[src/rtl/led_pattern_ctrl.sv]
// rtl/led_pattern_ctrl.sv - debounced switch-to-LED pattern driver; optional PWM dimming with LED_PWM_EN
module led_pattern_ctrl #(
    parameter int NUM_SW     = 4,
    parameter int NUM_LED    = 8,
    parameter int DEB_CYCLES = 16,
    parameter int TICK_DIV   = 25_000_000,
    parameter int PWM_BITS   = 8
) (
    input  logic                clk,
    input  logic                reset,
    input  logic [NUM_SW-1:0]   s,
    input  logic [1:0]          mode,
    input  logic [PWM_BITS-1:0] duty,
    output logic [NUM_LED-1:0]  led
);

    localparam int DW    = $clog2(DEB_CYCLES + 1);
    localparam int PW    = $clog2(TICK_DIV);
    localparam int NPAIR = (NUM_SW < NUM_LED / 2) ? NUM_SW : NUM_LED / 2;
    localparam logic [DW-1:0] DEB_LAST  = DW'(DEB_CYCLES - 1);
    localparam logic [PW-1:0] TICK_LAST = PW'(TICK_DIV - 1);

    typedef enum logic [1:0] {
        MODE_DIRECT = 2'd0,
        MODE_BLINK  = 2'd1,
        MODE_CHASE  = 2'd2,
        MODE_COUNT  = 2'd3
    } mode_t;

    logic [NUM_SW-1:0]  s_meta;
    logic [NUM_SW-1:0]  s_sync;
    logic [NUM_SW-1:0]  s_db;
    logic [DW-1:0]      deb_cnt [NUM_SW];
    logic [PW-1:0]      pre_cnt;
    logic               tick;
    mode_t              mode_q;
    logic               mode_chg;
    logic               phase;
    logic [NUM_LED-1:0] chase;
    logic [NUM_LED-1:0] count;
    logic [NUM_LED-1:0] pattern;
    logic [NUM_LED-1:0] mask;

    // Two-flop synchroniser for the raw switch pins
    always_ff @(posedge clk) begin
        if (reset) begin
            s_meta <= '0;
            s_sync <= '0;
        end else begin
            s_meta <= s;
            s_sync <= s_meta;
        end
    end

    // Per-bit debounce: a change is accepted only after DEB_CYCLES straight cycles of disagreement
    always_ff @(posedge clk) begin
        if (reset) begin
            s_db <= '0;
            for (int i = 0; i < NUM_SW; i++) deb_cnt[i] <= '0;
        end else begin
            for (int i = 0; i < NUM_SW; i++) begin
                if (s_sync[i] == s_db[i]) begin
                    deb_cnt[i] <= '0;
                end else if (deb_cnt[i] == DEB_LAST) begin
                    s_db[i]    <= s_sync[i];
                    deb_cnt[i] <= '0;
                end else begin
                    deb_cnt[i] <= deb_cnt[i] + DW'(1);
                end
            end
        end
    end

    assign tick     = (pre_cnt == TICK_LAST);
    assign mode_chg = (mode_t'(mode) != mode_q);

    // Free-running tick prescaler; deliberately untouched by mode changes
    always_ff @(posedge clk) begin
        if (reset) pre_cnt <= '0;
        else       pre_cnt <= tick ? '0 : pre_cnt + PW'(1);
    end

    // Registered copy of the mode select, used to detect changes and pick the pattern
    always_ff @(posedge clk) begin
        if (reset) mode_q <= MODE_DIRECT;
        else       mode_q <= mode_t'(mode);
    end

    // Pattern state: a mode change restarts every pattern and wins over a coincident tick
    always_ff @(posedge clk) begin
        if (reset || mode_chg) begin
            phase <= 1'b0;
            chase <= NUM_LED'(1);
            count <= '0;
        end else if (tick) begin
            phase <= ~phase;
            chase <= {chase[NUM_LED-2:0], chase[NUM_LED-1]};
            count <= count + NUM_LED'(1);
        end
    end

    // Pattern select from the registered mode
    always_comb begin
        pattern = '0;
        case (mode_q)
            MODE_DIRECT: begin
                for (int i = 0; i < NPAIR; i++) begin
                    pattern[2*i]   = s_db[i];
                    pattern[2*i+1] = ~s_db[i];
                end
            end
            MODE_BLINK: pattern = {NUM_LED{phase}};
            MODE_CHASE: pattern = chase;
            default:    pattern = count;
        endcase
    end

`ifdef LED_PWM_EN
    logic [PWM_BITS-1:0] pwm_cnt;

    // Brightness counter; LEDs are lit while it is below duty
    always_ff @(posedge clk) begin
        if (reset) pwm_cnt <= '0;
        else       pwm_cnt <= pwm_cnt + PWM_BITS'(1);
    end

    assign mask = {NUM_LED{pwm_cnt < duty}};
`else
    logic unused_duty;
    assign unused_duty = ^duty;
    assign mask        = '1;
`endif

    // Single output register stage
    always_ff @(posedge clk) begin
        if (reset) led <= '0;
        else       led <= pattern & mask;
    end

endmodule

[config.mk]
export PLATFORM = sky130hd
export DESIGN_NAME = led_pattern_ctrl
export DESIGN_NICKNAME = d
export VERILOG_FILES = /design/src/rtl/led_pattern_ctrl.sv
export SDC_FILE = /design/constraint.sdc
export NUM_CORES = 1
export LEC_CHECK = 0
export BUFFER_PORTS_ARGS = -buffer_cell sky130_fd_sc_hd__buf_2
export CAP_MARGIN = 20
export CORE_AREA = 4 4 118 120
export DETAILED_ROUTE_END_ITERATION = 10
export DIE_AREA = 0 0 122 124
export MAX_ROUTING_LAYER = met4
export SYNTH_ARGS = -nofsm -noshare
export SYNTH_HDL_FRONTEND = slang
export SYNTH_SLANG_ARGS = --single-unit
export TNS_END_PERCENT = 1
[constraint.sdc]
create_clock -name clk -period 2.7 [get_ports clk]
set_input_delay 0.27 -clock clk [delete_from_list [all_inputs] [get_ports clk]]
set_output_delay 0.27 -clock clk [all_outputs]
set_load 0.01 [all_outputs]
==> flow_summary.toml <==
[cells_and_area]
antenna_cells = 0
nNetsFinal = 435
final_area_um2 = 4390
area_delta_synth_final_pct = 16.1
drive_gt1_share_pct = 12.3
fillCellCount = 1357

[sta]
slew_viol_final = 0
final.min_clock_period_ns = 2.02
timing.setup.tns_ns = 0
finClkSkew_ns = 0.00787
slew_headroom_pct = 65.3
setup_slack_ns = 0.678
final-setup-viol-count = 0
fmax_mhz = 495
tightest_slew_ns = 0.519
hold_violations = 0
finalCritPeriodShare_pct = 74.9
rsz0062_at_grt = "false"

[clock_network]
cts_resized = 0
clock_latency_ns = 0.34
cts_htree_levels = 3
cts.repair_timing.setup_buffer_count = 0
cts_tree = "done"
clk_pin_slew_ns = 0.06
cts_buffers = 9
clockBufferDepth = 2
cts-root-buf = "clkbuf_16"
cts_sinks = 84
hold_buffers = 0

[yosys]
synthCells = 376
synth_edf_count = 20
synth_commonest_cells = "dfxtp_1 (64), nor2_1 (40), nand3_1 (25)"
netlist_top_cells_area = "dfxtp_1 (34%), edfxtp_1 (16%), nor2_1 (4.0%)"
synth_compound_area_share_pct = 8.30
synth_fa_ha_area_share_pct = 3.31
synth_cell_type_count = 41
synth_top_area_share_pct = 33.9
synth.most_common_cell = "dfxtp_1"
muxShareOfSynthArea_pct = 6.08
synth-simple-area-share_pct = 23.0
synthFlopType = "dfxtp_1"
synthXorXnorAreaFrac_pct = 5.56
seq_area_frac_synth_pct = 49.7
synth.cell_area_um2 = 3780
synth_top_family_by_area = "simple AND/OR/NAND/NOR gates"
yosys_warnings = 0
ys_seq_elements = 84
synthArstFlopShare_pct = 0
synth.avg_cell_area_um2 = 10.1
synth_top_cell_by_area = "dfxtp_1"

[worst_setup_path]
critPathMaxFanout = 14
start_kind = "flip-flop"
crit_start = "pre_cnt[0]"
critPathCaptureType = "flip-flop"
critPathKind = "reg -> reg"
worstRegToRegCells = 5
timing.rr.start = "pre_cnt[0]"
crit_arrival_ns = 2.30
critPathRequiredTime_ns = 2.97

[drt]
dr.pass1.iters = 4
postRouteWirelength_mm = 6.95
avgViaCountPerCell = 4.67
drc = 0
vias = 2756
drt_iter0_drc = 107
avgRoutedWirePerCell_um = 11.8
ant_nets = 0

[global_routing]
antenna_found_initial = 0
grt_overflow_total = 0
grt_pass1_wl_mm = 11.9
track_usage_pct = 10.2
grt_max_degree = 30
grt_pass1_vias = 2696

[floorplanning]
row_count = 42
io-pin-count = 24
core-area_um2 = 13000
die_w_um = 122
start_util_pct = 29.1
dieArea_um2 = 15100
die_h_um = 124

[placement]
gp_congestion = 0.742
dp_hpwl_mm = 4.85
dpl_worst_slack_ns = 0.674
place_area_um2 = 4090
io_buffers = 15

[pwr]
irDropWorstVdd_uv = 279
powerDensity_nw_per_um2 = 605
p_leak_uw = 0.00159

[flow_run]
cap_violations = 0

[hold_path]
min_path_cells = 2
hold_path.class = "in -> reg"
hold_path_startpoint = "s[3]"

[status]
status = "finished, final reports clean"
sequential cells by signal (all words and copies together), names as in the netlist, 2 cells and up:
name,count
pre_cnt,25
mode_q,2
s_meta,4
chase,8
s_db,4
deb_cnt,20
count,8
led,8
s_sync,4
stage by stage:
stage | hold WS, ns | cells | utilization [%] | power, uW
floorplan | 0.398 | 395 | - | 1430
global placement | 0.424 | 574 | 31.5 | 1460
detailed placement | 0.423 | 574 | 31.5 | 1460
CTS | 0.125 | 590 | 33.9 | 2710
global route | 0.143 | 590 | 33.9 | 2780
finish | 0.138 | 590 | 33.9 | 2660
worst max-delay path: stages, from the launching register on:
cell     delay, ns
dfxtp_1       0.39
ha_1          0.22
and2_0        0.30
nand4_2       0.34
or4_1         0.57
a21oi_1       0.14
layer usage:
layer	wire length, um	track usage (%)
met2	3580	18.0
met3	256	3.95
met5	0	-
met1	3020	10.6
met4	97	3.36
path summary, 6_finish.rpt:
check,end,slack [ns]
max,pre_cnt[24],0.68
min,s_meta[3],0.14
max reg2reg,pre_cnt[24],0.68
min reg2reg,s_sync[3],0.43
cells by family after synthesis:
family                   after synthesis
AO/OA/AOI/OAI                         56
XOR/XNOR                              24
adder cells (fa/ha/maj)               10
buffers and inverters                 30
flip-flops                            84
multiplexers                          18
other                                  1
AND/OR/NAND/NOR                      153
layout make-up:
| class | instances | area, um2 | area share, % |
|---|---|---|---|
| multi-input cells | 281 | 1830 | 41.6 |
| clock buffers | 10 | 229 | 5.21 |
| flip-flops and latches | 84 | 1880 | 42.8 |
| inverters | 12 | 45.0 | 1.03 |
| repair buffers | 21 | 120 | 2.73 |
| well taps | 176 | 220 | 5.01 |
| clock inverters | 6 | 71.3 | 1.62 |
placed cells by master (no fill, tap or decap), drive strengths merged, types with 3 or more instances in the layout:
cell | Yosys | final
nor2b | 15 | 15
a211oi | 4 | 4
xor2 | 13 | 13
xnor2 | 11 | 11
buf | 10 | 21
and4 | 5 | 5
and2 | 3 | 3
o21ai | 21 | 21
nand2b | 6 | 6
inv | 12 | 14
nand3 | 25 | 25
or4 | 7 | 7
a21oi | 23 | 23
o31ai | 7 | 7
dfxtp | 64 | 64
conb | 1 | 20
or3 | 13 | 13
nor2 | 40 | 40
mux2i | 14 | 14
nor3 | 4 | 4
edfxtp | 20 | 20
ha | 10 | 10
clkbuf | 8 | 10
mux4 | 4 | 4
nand2 | 13 | 13
and3 | 7 | 7
nand4 | 12 | 12
power by group:
group	leakage [uW]	total [uW]	internal, uW	switching, uW
logic	0.000729	94.3	39.9	54.4
clock network	0.000140	1230	724	504
registers	0.000726	1340	1320	21.9
total	0.00159	2660	2080	580
Note: power is estimated with default switching activity, not from simulation.
